$ cat config.mk
export PLATFORM = sky130hd
export DESIGN_NAME = toast_mem_arbiter
export DESIGN_NICKNAME = d
export VERILOG_FILES = /design/src/rtl/toast_mem_arbiter.sv
export SDC_FILE = /design/constraint.sdc
export NUM_CORES = 1
export LEC_CHECK = 0
export CAP_MARGIN = 5
export CORE_MARGIN = 3
export CORE_UTILIZATION = 38
export DETAILED_ROUTE_END_ITERATION = 12
export GPL_TIMING_DRIVEN = 0
export PLACE_DENSITY = 0.77
export SETUP_SLACK_MARGIN = 0.15
export SLEW_MARGIN = 15
export SYNTH_ARGS = -nofsm -noshare
export SYNTH_HDL_FRONTEND = slang
export SYNTH_SLANG_ARGS = --single-unit
$ cat constraint.sdc
create_clock -name clk_i -period 4.9 [get_ports clk_i]
set_clock_uncertainty 0.1 [all_clocks]
set_input_delay 1.225 -clock clk_i [delete_from_list [all_inputs] [get_ports clk_i]]
set_output_delay 1.225 -clock clk_i [all_outputs]
set_load 0.005 [all_outputs]
$ cat src/rtl/toast_mem_arbiter.sv
// Single-port memory arbiter between fetch and data ports; data has priority with a fetch starvation limit.
// Define TOAST_ARB_ROUND_ROBIN_EN to make contended grants strictly alternate instead.
module toast_mem_arbiter #(
  parameter int ADDR_WIDTH      = 32,
  parameter int DATA_STREAK_MAX = 4
) (
  input  logic                  clk_i,
  input  logic                  rst_i,
  input  logic                  if_req_i,
  input  logic [ADDR_WIDTH-1:0] if_addr_i,
  output logic                  if_gnt_o,
  output logic                  if_rvalid_o,
  output logic [31:0]           if_rdata_o,
  input  logic                  d_req_i,
  input  logic [3:0]            d_be_i,
  input  logic [ADDR_WIDTH-1:0] d_addr_i,
  input  logic [31:0]           d_wdata_i,
  output logic                  d_gnt_o,
  output logic                  d_rvalid_o,
  output logic [31:0]           d_rdata_o,
  input  logic                  mem_ready_i,
  output logic                  mem_en_o,
  output logic [3:0]            mem_be_o,
  output logic [ADDR_WIDTH-1:0] mem_addr_o,
  output logic [31:0]           mem_wdata_o,
  input  logic [31:0]           mem_rdata_i
);
  typedef enum logic [1:0] {S_IDLE, S_FETCH, S_DATA} state_t;
  typedef enum logic [1:0] {OWN_NONE, OWN_FETCH, OWN_DATA} owner_t;

  localparam logic [3:0] STREAK_MAX = 4'(DATA_STREAK_MAX);

  state_t                state, state_nxt;
  owner_t                rd_owner, rd_owner_nxt;
  logic [3:0]            streak, streak_nxt;
  logic                  gnt_f, gnt_d;
  logic [ADDR_WIDTH-1:0] addr_q;
  logic [31:0]           wdata_q, if_rdata_q, d_rdata_q;

  // Grants are forced low while reset is asserted so every output reads zero.
  always_comb begin
    gnt_f = 1'b0;
    gnt_d = 1'b0;
    if (!rst_i && mem_ready_i) begin
      if (if_req_i && d_req_i) begin
`ifdef TOAST_ARB_ROUND_ROBIN_EN
        if (state == S_DATA) gnt_f = 1'b1;
        else                 gnt_d = 1'b1;
`else
        if (streak >= STREAK_MAX) gnt_f = 1'b1;
        else                      gnt_d = 1'b1;
`endif
      end else begin
        gnt_f = if_req_i;
        gnt_d = d_req_i;
      end
    end
  end

  always_ff @(posedge clk_i or posedge rst_i) begin
    if (rst_i) begin
      state      <= S_IDLE;
      streak     <= '0;
      rd_owner   <= OWN_NONE;
      addr_q     <= '0;
      wdata_q    <= '0;
      if_rdata_q <= '0;
      d_rdata_q  <= '0;
    end else begin
      state    <= state_nxt;
      streak   <= streak_nxt;
      rd_owner <= rd_owner_nxt;
      if (gnt_f || gnt_d) begin
        addr_q  <= mem_addr_o;
        wdata_q <= mem_wdata_o;
      end
      if (if_rvalid_o) if_rdata_q <= mem_rdata_i;
      if (d_rvalid_o)  d_rdata_q  <= mem_rdata_i;
    end
  end

  // rd_owner marks only the read granted last cycle, so each read yields exactly one rvalid.
  always_comb begin
    state_nxt    = state;
    streak_nxt   = streak;
    rd_owner_nxt = OWN_NONE;
    if (gnt_f)            state_nxt = S_FETCH;
    else if (gnt_d)       state_nxt = S_DATA;
    else if (mem_ready_i) state_nxt = S_IDLE;
    if (gnt_f)                          rd_owner_nxt = OWN_FETCH;
    else if (gnt_d && d_be_i == 4'b0)   rd_owner_nxt = OWN_DATA;
`ifdef TOAST_ARB_ROUND_ROBIN_EN
    streak_nxt = '0;
`else
    if (mem_ready_i) begin
      if (gnt_f || !if_req_i)             streak_nxt = '0;
      else if (gnt_d && streak < STREAK_MAX) streak_nxt = streak + 4'd1;
    end
`endif
  end

  always_comb begin
    if_gnt_o    = gnt_f;
    d_gnt_o     = gnt_d;
    mem_en_o    = gnt_f | gnt_d;
    mem_be_o    = gnt_d ? d_be_i : 4'b0;
    mem_addr_o  = gnt_d ? d_addr_i : (gnt_f ? if_addr_i : addr_q);
    mem_wdata_o = gnt_d ? d_wdata_i : wdata_q;
    if_rvalid_o = (rd_owner == OWN_FETCH);
    d_rvalid_o  = (rd_owner == OWN_DATA);
    if_rdata_o  = if_rvalid_o ? mem_rdata_i : if_rdata_q;
    d_rdata_o   = d_rvalid_o  ? mem_rdata_i : d_rdata_q;
  end
endmodule

==> run_results.csv, run 1 <==
group,metric,value,unit
status,status,"complete, no violations",
route,wire_per_inst,19.6,µm
timing,period_share,95.6,%
worst_setup_path,critPathRequiredTime,3580,ps
placement,place_hpwl,14000,µm
worst_setup_path,crit_path_frequent_cell,"clkdlybuf4s50_1",
timing,relSlewSlack,56.1,%
run,drv_cap,0,
route,vias,4929,
worst_setup_path,crit_path_max_incr_delay,520,ps
synth,yosys_register_bits,134,
placement,portBuffers,273,
synth,seq_area_frac_synth,55.4,%
floorplan,io_pins,274,
worst_setup_path,cp.arrival,3360,ps
route,totalWireLength,18400,µm
grt,grt_max_degree,37,
route,dr.pass1.iters,4,
final_layout,area_delta_synth_final,61.4,%
cts,cts_buffers,17,
floorplan,rows,45,
min_path,holdCritPathClass,"flop to flop",
grt,grt_pass1_vias,5492,
synth,avgSynthCellArea,14.4,µm²
synth,synth_nets,558,
floorplan,initial_core_util,39.4,%
pwr,leakage,4.02,nW
floorplan,die_height,132,µm
route,drt_iter0_markers,152,
timing,min_period,4680,ps
worst_setup_path,reg2reg_setup_slack,3140,ps
grt,grt_pass1_wl,29500,µm
cts,tritoncts,"yes",
final_layout,drive_above_1_share,20.0,%
route,ant_nets,0,
worst_setup_path,critical_path.slowest_cell,"clkdlybuf4s50_1",
timing,rsz0062_at_grt,"no",
route,vias_per_cell,5.24,
worst_setup_path,crit_path_cell_trace,"clkdlybuf4s50_1 -> nor3b_4 -> buf_2 -> nor3b_1 -> a221o_1 -> clkdlybuf4s50_1",
synth,yosysTopAreaCell,"dfrtp_1",
synth,synth_top_area_share,55.4,%
worst_setup_path,crit_type,"input port to output pin",
timing,finalHoldViolCount,0,
cts,cts_root_buf,"clkbuf_16",
final_layout,nets,854,
cts,cts_hold_buf,0,
worst_setup_path,critPathMaxFanout,10,
grt,overflow,0,
cts,clock-sinks,134,
synth,synth.distinct_cells,25,
grt,grt.total_usage,21.0,%
worst_setup_path,worstSetupEndpoint,"mem_addr_o[13]",
worst_setup_path,crit-reg2reg-launch,"streak[2]$_DFFE_PP0P_",
floorplan,coreArea,0.0154,mm²
cts,clock_path_buffers,2,
worst_setup_path,crit_start,"d_req_i",
cts,clock_latency,410,ps
worst_setup_path,r2r_cells,4,
floorplan,die_w,132,µm
worst_setup_path,startpoint_type,"input port",
pwr,peakVddDrop,0.273,mV
final_layout,final_util,63.6,%
floorplan,die_area,0.0175,mm²
cts,cts.htree.levels,4,
grt,antenna_found_initial,0,
synth,syn_inst,420,
route,drc_errors,0,
pwr,power_density,370,mW/mm²
final_layout,antenna_cells,0,
timing,max_freq,213,MHz
timing,tightest_slew,658,ps
timing,drv_slew,0,
synth,syn_area,0.00606,mm²
synth,yosys_warnings,0,
worst_setup_path,r2r-end,"addr_q[13]$_DFFE_PP0P_",
synth,synthTopCellsByArea,"dfrtp_1, mux2_2, a221o_1",
timing,final-setup-viol-count,0,
worst_setup_path,end_kind,"output pin",
cts,clk_pin_slew_worst_paths,50,ps
placement,gp_congestion,0.773,
timing,fin_setup_tns,0,ps
min_path,holdPathStages,1,
-- where the power goes --
part	switching, mW	total [mW]	internal [mW]
sequential	0.0755	1.38	1.30
combinational	0.327	0.979	0.652
clock	0.476	1.26	0.780
total	0.878	3.61	2.73
-- Yosys cell counts, drive strengths merged --
| library cell | n |
|---|---|
| nand3b | 1 |
| or4 | 1 |
| inv | 4 |
| a221o | 64 |
| nor3b | 33 |
| nand2b | 1 |
| o21ai | 2 |
| buf | 27 |
| nand3 | 1 |
| mux2 | 129 |
| clkbuf | 8 |
| ha | 1 |
| nand2 | 2 |
| and3 | 1 |
| nor2b | 2 |
| a22o | 2 |
| dfrtp | 134 |
| and2 | 5 |
| nor2 | 2 |
-- flip-flops by register name, indices dropped and copies added, names as in the netlist --
register / count
addr_q: 32
d_rdata_q: 32
if_rdata_q: 32
rd_owner: 2
streak: 4
wdata_q: 32
-- metrics by stage --
stage | instances | hold slack (ps) | setup slack (ps) | instance area, µm² | total power, mW
floorplan | 420 | 360 | 1470 | 6060 | 1.75
global placement | 904 | 370 | 175 | 9060 | 2.33
detailed placement | 908 | 377 | 136 | 9150 | 2.38
CTS | 940 | 391 | 157 | 9730 | 3.65
global route | 940 | 403 | 142 | 9780 | 3.78
finish | 940 | 388 | 216 | 9780 | 3.61
-- placed cells by master (no fill, tap or decap), types with 2 or more instances in the layout --
master             n
dfrtp_1          134
buf_4              3
o21ai_1            2
mux2_1            54
inv_6              2
nand2_1            2
clkbuf_16         17
a22o_1             2
buf_6              5
bufinv_16          2
clkinvlp_4         2
clkbuf_1          10
nor3b_2            5
and2_1             5
buf_2             17
clkinv_2           2
nor3b_1           27
buf_12             3
clkdlybuf4s50_1  272
clkinv_4           3
mux2_2            75
clkbuf_8           2
a221o_1           64
inv_1              2
nor2_1             2
clkbuf_4           2
-- critical path, delay by kind of cell --
kind	cells	cell delay, ps
AND/OR/NAND/NOR	2	500
buffers and inverters	3	1360
AO/OA/AOI/OAI	1	280
-- how the worst min path moves through the flow --
stage | from | endpoint
6_report | wdata_q[8]$_DFFE_PP0P_ | wdata_q[8]$_DFFE_PP0P_
5_1_grt | wdata_q[15]$_DFFE_PP0P_ | wdata_q[15]$_DFFE_PP0P_
4_1_cts | wdata_q[15]$_DFFE_PP0P_ | wdata_q[15]$_DFFE_PP0P_
3_5_place_dp | wdata_q[15]$_DFFE_PP0P_ | wdata_q[15]$_DFFE_PP0P_
3_3_place_gp | wdata_q[15]$_DFFE_PP0P_ | wdata_q[15]$_DFFE_PP0P_
2_1_floorplan | wdata_q[26]$_DFFE_PP0P_ | wdata_q[26]$_DFFE_PP0P_
-- per-layer routing --
metal	up-vias	part of all wire [%]	track usage [%]
li1	2213	-	-
met1	2479	38	24.1
met2	209	52	36.9
met3	28	7.1	6.76
met4	0	2.0	7.39
met5	-	0	0
-- cell families after synthesis --
kind of cell	share of synthesized area [%]
flops	55.4
buf+inv	3.53
simple gates	5.89
mux	24.0
compound gates	11.0
fa+ha+maj	0.207
-- repair_timing --
item,in CTS,in global routing
resized for setup,1,13
buffers inserted,0,0
setup endpoints to repair,2,28
-- layout make-up --
cell class	instances	area (µm²)
flip-flops and latches	134	3350
repair buffers	277	2820
clock inverters	10	121
inverters	4	18.8
fillers	1219	5600
well taps	211	264
clock buffers	22	464
multi-input cells	247	2520
plain buffers	35	210
No activity file was read; power rests on OpenSTA's default activity.
==> run 2, diff against run 1 <==
--- a/config.mk
+++ b/config.mk
@@ -12,7 +12,6 @@
 export GPL_TIMING_DRIVEN = 0
 export PLACE_DENSITY = 0.77
 export SETUP_SLACK_MARGIN = 0.15
-export SLEW_MARGIN = 15
 export SYNTH_ARGS = -nofsm -noshare
 export SYNTH_HDL_FRONTEND = slang
 export SYNTH_SLANG_ARGS = --single-unit
==> run 2 against run 1 <==
  * Routed wire length fell by 1.0%
  * First-iteration DRC count rose by 19%
  * Combinational power about the same
  * Total power is 0.58% higher
  * Final cell count grew 0.11%
  * Design area is essentially flat
  * Worst hold slack better by 0.86 ps
  * Register-to-register slack better by 40 ps
  * Global-route usage barely moved
==> run_results.csv, run 2 (synthesized netlist as in run 1, its figures left out) <==
group,metric,value,unit
cts,clock_latency,410,ps
route,highest-signal-layer,"met5",
grt,grt_pass1_vias,5454,
pwr,power_density,372,mW/mm²
cts,cts.htree.levels,4,
final_layout,area_delta_synth_final,61.4,%
pwr,total_power,3.63,mW
worst_setup_path,critPathMaxFanout,10,
grt,grt.total_usage,21.0,%
timing,fin_setup_tns,0,ps
timing,final-setup-viol-count,0,
worst_setup_path,critPathRequiredTime,3580,ps
final_layout,layout_commonest_cell,"clkdlybuf4s50_1",
status,status,"complete, no violations",
route,drt_iter0_markers,181,
floorplan,die_area,0.0175,mm²
grt,overflow,0,
final_layout,antenna_cells,0,
floorplan,initial_core_util,39.4,%
worst_setup_path,crit_type,"input port to output pin",
floorplan,die_height,132,µm
route,vias,4867,
grt,grt_max_degree,45,
route,totalWireLength,18200,µm
route,dr.pass1.iters,4,
route,ant_nets,0,
final_layout,drive_above_1_share,20.5,%
cts,tritoncts,"yes",
cts,cts_root_buf,"clkbuf_16",
cts,clock-sinks,134,
worst_setup_path,cp.arrival,3310,ps
route,wl_met2,9510,µm
final_layout,nets,855,
placement,place_ws,126,ps
timing,finalHoldViolCount,0,
floorplan,die_w,132,µm
worst_setup_path,startpoint_type,"input port",
grt,grt_pass1_wl,29400,µm
floorplan,rows,45,
floorplan,coreArea,0.0154,mm²
floorplan,io_pins,274,
timing,period_share,94.6,%
timing,holdWs,389,ps
placement,portBuffers,273,
final_layout,layout_common_cells,"clkdlybuf4s50_1, dfrtp_1, mux2_2",
cts,cts_buffers,17,
placement,gp_congestion,0.773,
timing,drv_slew,0,
final_layout,fillers,1180,
placement,place_hpwl,14000,µm
cts,clock_path_buffers,2,
route,routedLengthMet1,7220,µm
worst_setup_path,end_kind,"output pin",
cts,cts_hold_buf,0,
cts,clk_pin_slew_worst_paths,60,ps
route,vias_per_cell,5.17,
run,drv_cap,0,
route,drc_errors,0,
route,wl_met3,1190,µm
grt,antenna_found_initial,1,
min_path,holdCritPathClass,"flop to flop",
route,wire_per_inst,19.4,µm
timing,min_period,4640,ps
timing,relSlewSlack,60.8,%
pwr,peakVddDrop,0.225,mV
timing,max_freq,216,MHz
timing,rsz0062_at_grt,"no",
timing,tightest_slew,587,ps
timing,setup_ws,264,ps
pwr,leakage,4.02,nW
[run 2: changes by cell type in the layout (fill, tap and decap cells not counted), sizes merged]
cell,previous run,this run
buf,29,31
clkbuf,32,28
inv,5,7
clkinvlp,2,3
[run 2: metrics by stage]
| stage | std cells | utilization (%) | area, µm² |
|---|---|---|---|
| 2_1_floorplan | 420 | - | 6060 |
| 3_3_place_gp | 904 | 58.9 | 9060 |
| 3_5_place_dp | 907 | 59.3 | 9120 |
| 4_1_cts | 939 | 63.3 | 9720 |
| 5_1_grt | 941 | 63.6 | 9770 |
| 6_report | 941 | 63.6 | 9770 |
[run 2: path summary, 6_finish.rpt]
kind	start	endpoint	slack (ps)	depth (start not counted)
hold reg to reg	wdata_q[15]$_DFFE_PP0P_	wdata_q[15]$_DFFE_PP0P_	390	1
setup / recovery	d_req_i	mem_addr_o[9]	260	6
min in group asynchronous	rst_i	wdata_q[16]$_DFFE_PP0P_	900	2
max in group asynchronous	rst_i	if_rdata_q[15]$_DFF_PP0_	3000	4
setup reg to reg	streak[2]$_DFFE_PP0P_	addr_q[6]$_DFFE_PP0P_	3180	4
hold / removal	wdata_q[15]$_DFFE_PP0P_	wdata_q[15]$_DFFE_PP0P_	390	1
[run 2: where the power goes]
group	total, mW	switching (mW)	internal (mW)
Clock	1.28	0.496	0.783
Sequential	1.38	0.0755	1.30
Combinational	0.978	0.327	0.651
[run 2: area by class of cell]
class,count,area [µm²],area share (%)
sequential,134,3350,34.3
clock buffer,19,453,4.63
inverter,4,18.8,0.192
buffer,35,213,2.18
timing repair buffer,278,2810,28.8
clock inverter,13,145,1.49
multi-input combinational,247,2520,25.7
tap,211,264,2.70
[run 2: what timing repair did]
| item | CTS | global route |
|---|---|---|
| setup endpoints to repair | 4 | 30 |
| setup buffers | 0 | 2 |
| gates cloned | 0 | 0 |
| gates resized for setup | 2 | 13 |
[run 2: critical path: stages]
cell and delay, ps:
clkdlybuf4s50_1 520, nor3b_4 370, clkbuf_4 330, nor3b_2 80
a221o_1 280, clkdlybuf4s50_1 500
[run 2: metal layers]
layer	track usage, %	vias up
li1	-	2214
met1	24.7	2435
met2	36.5	188
met3	6.68	28
met4	6.81	2
met5	0	-
==> run 3, diff against run 2 <==
--- a/config.mk
+++ b/config.mk
@@ -7,10 +7,10 @@
 export LEC_CHECK = 0
 export CAP_MARGIN = 5
 export CORE_MARGIN = 3
-export CORE_UTILIZATION = 38
+export CORE_UTILIZATION = 35
 export DETAILED_ROUTE_END_ITERATION = 12
 export GPL_TIMING_DRIVEN = 0
-export PLACE_DENSITY = 0.77
+export PLACE_DENSITY = 0.78
 export SETUP_SLACK_MARGIN = 0.15
 export SYNTH_ARGS = -nofsm -noshare
 export SYNTH_HDL_FRONTEND = slang
==> run 3 against run 2 <==
  * Design area is 0.38% higher
  * Worst hold slack hardly changed
  * Utilization is 5.0 points lower
  * Register-to-register slack worse by 20 ps
  * Setup slack worse by 1.8 ps
  * Sequential power hardly changed
  * First-iteration DRC count is 21% higher
  * Maximum frequency hardly changed
  * Flip-flop and latch count stayed put
  * Total power is 0.97% higher
==> run_results.csv, run 3 (synthesized netlist as in run 1, its figures left out) <==
group,metric,value,unit
floorplan,io_pins,274,
status,status,"complete, no violations",
final_layout,area_delta_synth_final,62.0,%
timing,min_period,4640,ps
min_path,holdPathStages,1,
floorplan,coreArea,0.0168,mm²
route,wire_per_inst,19.3,µm
worst_setup_path,startpoint_type,"input port",
timing,tightest_slew,559,ps
final_layout,ff_latch_area,0.00335,mm²
timing,final-setup-viol-count,0,
placement,place_ws,126,ps
placement,gp_congestion,0.862,
worst_setup_path,reg2reg_setup_slack,3160,ps
cts,cts_buffers,17,
final_layout,layout_commonest_cell,"clkdlybuf4s50_1",
run,drv_cap,0,
floorplan,rows,47,
final_layout,antenna_cells,0,
grt,grt_max_degree,47,
cts,clock-sinks,134,
timing,setup_ws,263,ps
route,vias_per_cell,5.19,
grt,antenna_found_initial,0,
worst_setup_path,crit_type,"input port to output pin",
final_layout,drive_above_1_share,20.5,%
cts,cts_root_buf,"clkbuf_16",
final_layout,multiInputGateArea,0.00252,mm²
pwr,peakVddDrop,0.242,mV
route,dr.pass1.iters,4,
grt,overflow,0,
route,vias,4930,
timing,max_freq,216,MHz
cts,clk_pin_slew_worst_paths,60,ps
placement,portBuffers,273,
final_layout,nets,855,
min_path,hp-start,"wdata_q[30]$_DFFE_PP0P_",
pwr,leakage,4.03,nW
floorplan,initial_core_util,36.1,%
final_layout,layout_common_cells,"clkdlybuf4s50_1, dfrtp_1, mux2_2",
cts,clock_latency,400,ps
worst_setup_path,r2r-end,"addr_q[6]$_DFFE_PP0P_",
floorplan,die_w,138,µm
pwr,power_density,374,mW/mm²
route,drc_errors,0,
worst_setup_path,critPathRequiredTime,3580,ps
min_path,holdCritPathClass,"flop to flop",
placement,place_hpwl,14000,µm
worst_setup_path,r2r_cells,4,
cts,cts_hold_buf,0,
timing,finalHoldViolCount,0,
final_layout,fillers,1334,
worst_setup_path,critPathMaxFanout,10,
timing,drv_slew,0,
timing,period_share,94.6,%
worst_setup_path,cp.arrival,3310,ps
pwr,total_power,3.67,mW
route,totalWireLength,18300,µm
floorplan,die_height,138,µm
grt,grt_pass1_vias,5462,
worst_setup_path,end_kind,"output pin",
grt,grt_pass1_wl,28000,µm
timing,relSlewSlack,62.7,%
route,ant_nets,0,
cts,tritoncts,"yes",
cts,cts.htree.levels,4,
grt,grt.total_usage,19.0,%
timing,fin_setup_tns,0,ps
min_path,hold-path-endpoint,"wdata_q[30]$_DFFE_PP0P_",
final_layout,final_util,58.5,%
timing,rsz0062_at_grt,"no",
worst_setup_path,crit-reg2reg-launch,"streak[2]$_DFFE_PP0P_",
route,drt_iter0_markers,219,
floorplan,die_area,0.0189,mm²
cts,clock_path_buffers,2,
[run 3: cell count changes in the layout (fill, tap and decap cells not counted), sizes merged]
cell | before | now
buf | 31 | 28
clkbuf | 28 | 31
bufinv | 2 | 3
clkinv | 5 | 6
clkinvlp | 3 | 2
inv | 7 | 6
[run 3: worst max-delay path by stage]
| stage | from | endpoint | slack (ps) |
|---|---|---|---|
| 2_1_floorplan | mem_ready_i | mem_addr_o[10] | 1470 |
| 3_3_place_gp | d_req_i | mem_addr_o[13] | 190 |
| 3_5_place_dp | rst_i | mem_addr_o[9] | 130 |
| 4_1_cts | rst_i | mem_addr_o[23] | 170 |
| 5_1_grt | if_req_i | mem_addr_o[7] | 100 |
| 6_report | d_req_i | mem_addr_o[9] | 260 |
[run 3: final cells by class]
class / instances / area share, %
timing repair buffer: 278 / 28.6
clock inverter: 13 / 1.75
tap: 220 / 2.81
buffer: 35 / 2.22
sequential: 134 / 34.2
clock buffer: 19 / 4.51
multi-input combinational: 247 / 25.7
inverter: 4 / 0.191
[run 3: what timing repair did]
action / 4_1_cts / 5_1_grt
buffers inserted: 2 / 0
setup endpoints to repair: 6 / 30
resized for setup: 2 / 15
[run 3: where the power goes]
| part | switching, mW | internal, mW |
|---|---|---|
| Sequential | 0.0748 | 1.30 |
| Combinational | 0.324 | 0.651 |
| Clock | 0.495 | 0.822 |
| Total | 0.894 | 2.78 |
[run 3: stage by stage]
stage | hold WS [ps] | instances | instance area [µm²]
after floorplan | 360 | 420 | 6060
after global placement | 371 | 913 | 9070
after detailed placement | 382 | 916 | 9130
after CTS | 395 | 950 | 9770
after global routing | 408 | 950 | 9810
final | 388 | 950 | 9810
[run 3: per-layer routing]
metal / GRT usage [%] / part of all wire [%] / up-vias
met4: 7.65 / 2.2 / 0
met5: 0 / 0 / -
met1: 21.7 / 39 / 2466
met2: 33.1 / 52 / 213
met3: 5.66 / 7.5 / 32
li1: - / - / 2219
[run 3: worst max-delay path: stages]
cell             delay, ps
clkdlybuf4s50_1        530
nor3b_4                380
clkbuf_4               330
nor3b_1                 90
a221o_1                270
clkdlybuf4s50_1        480
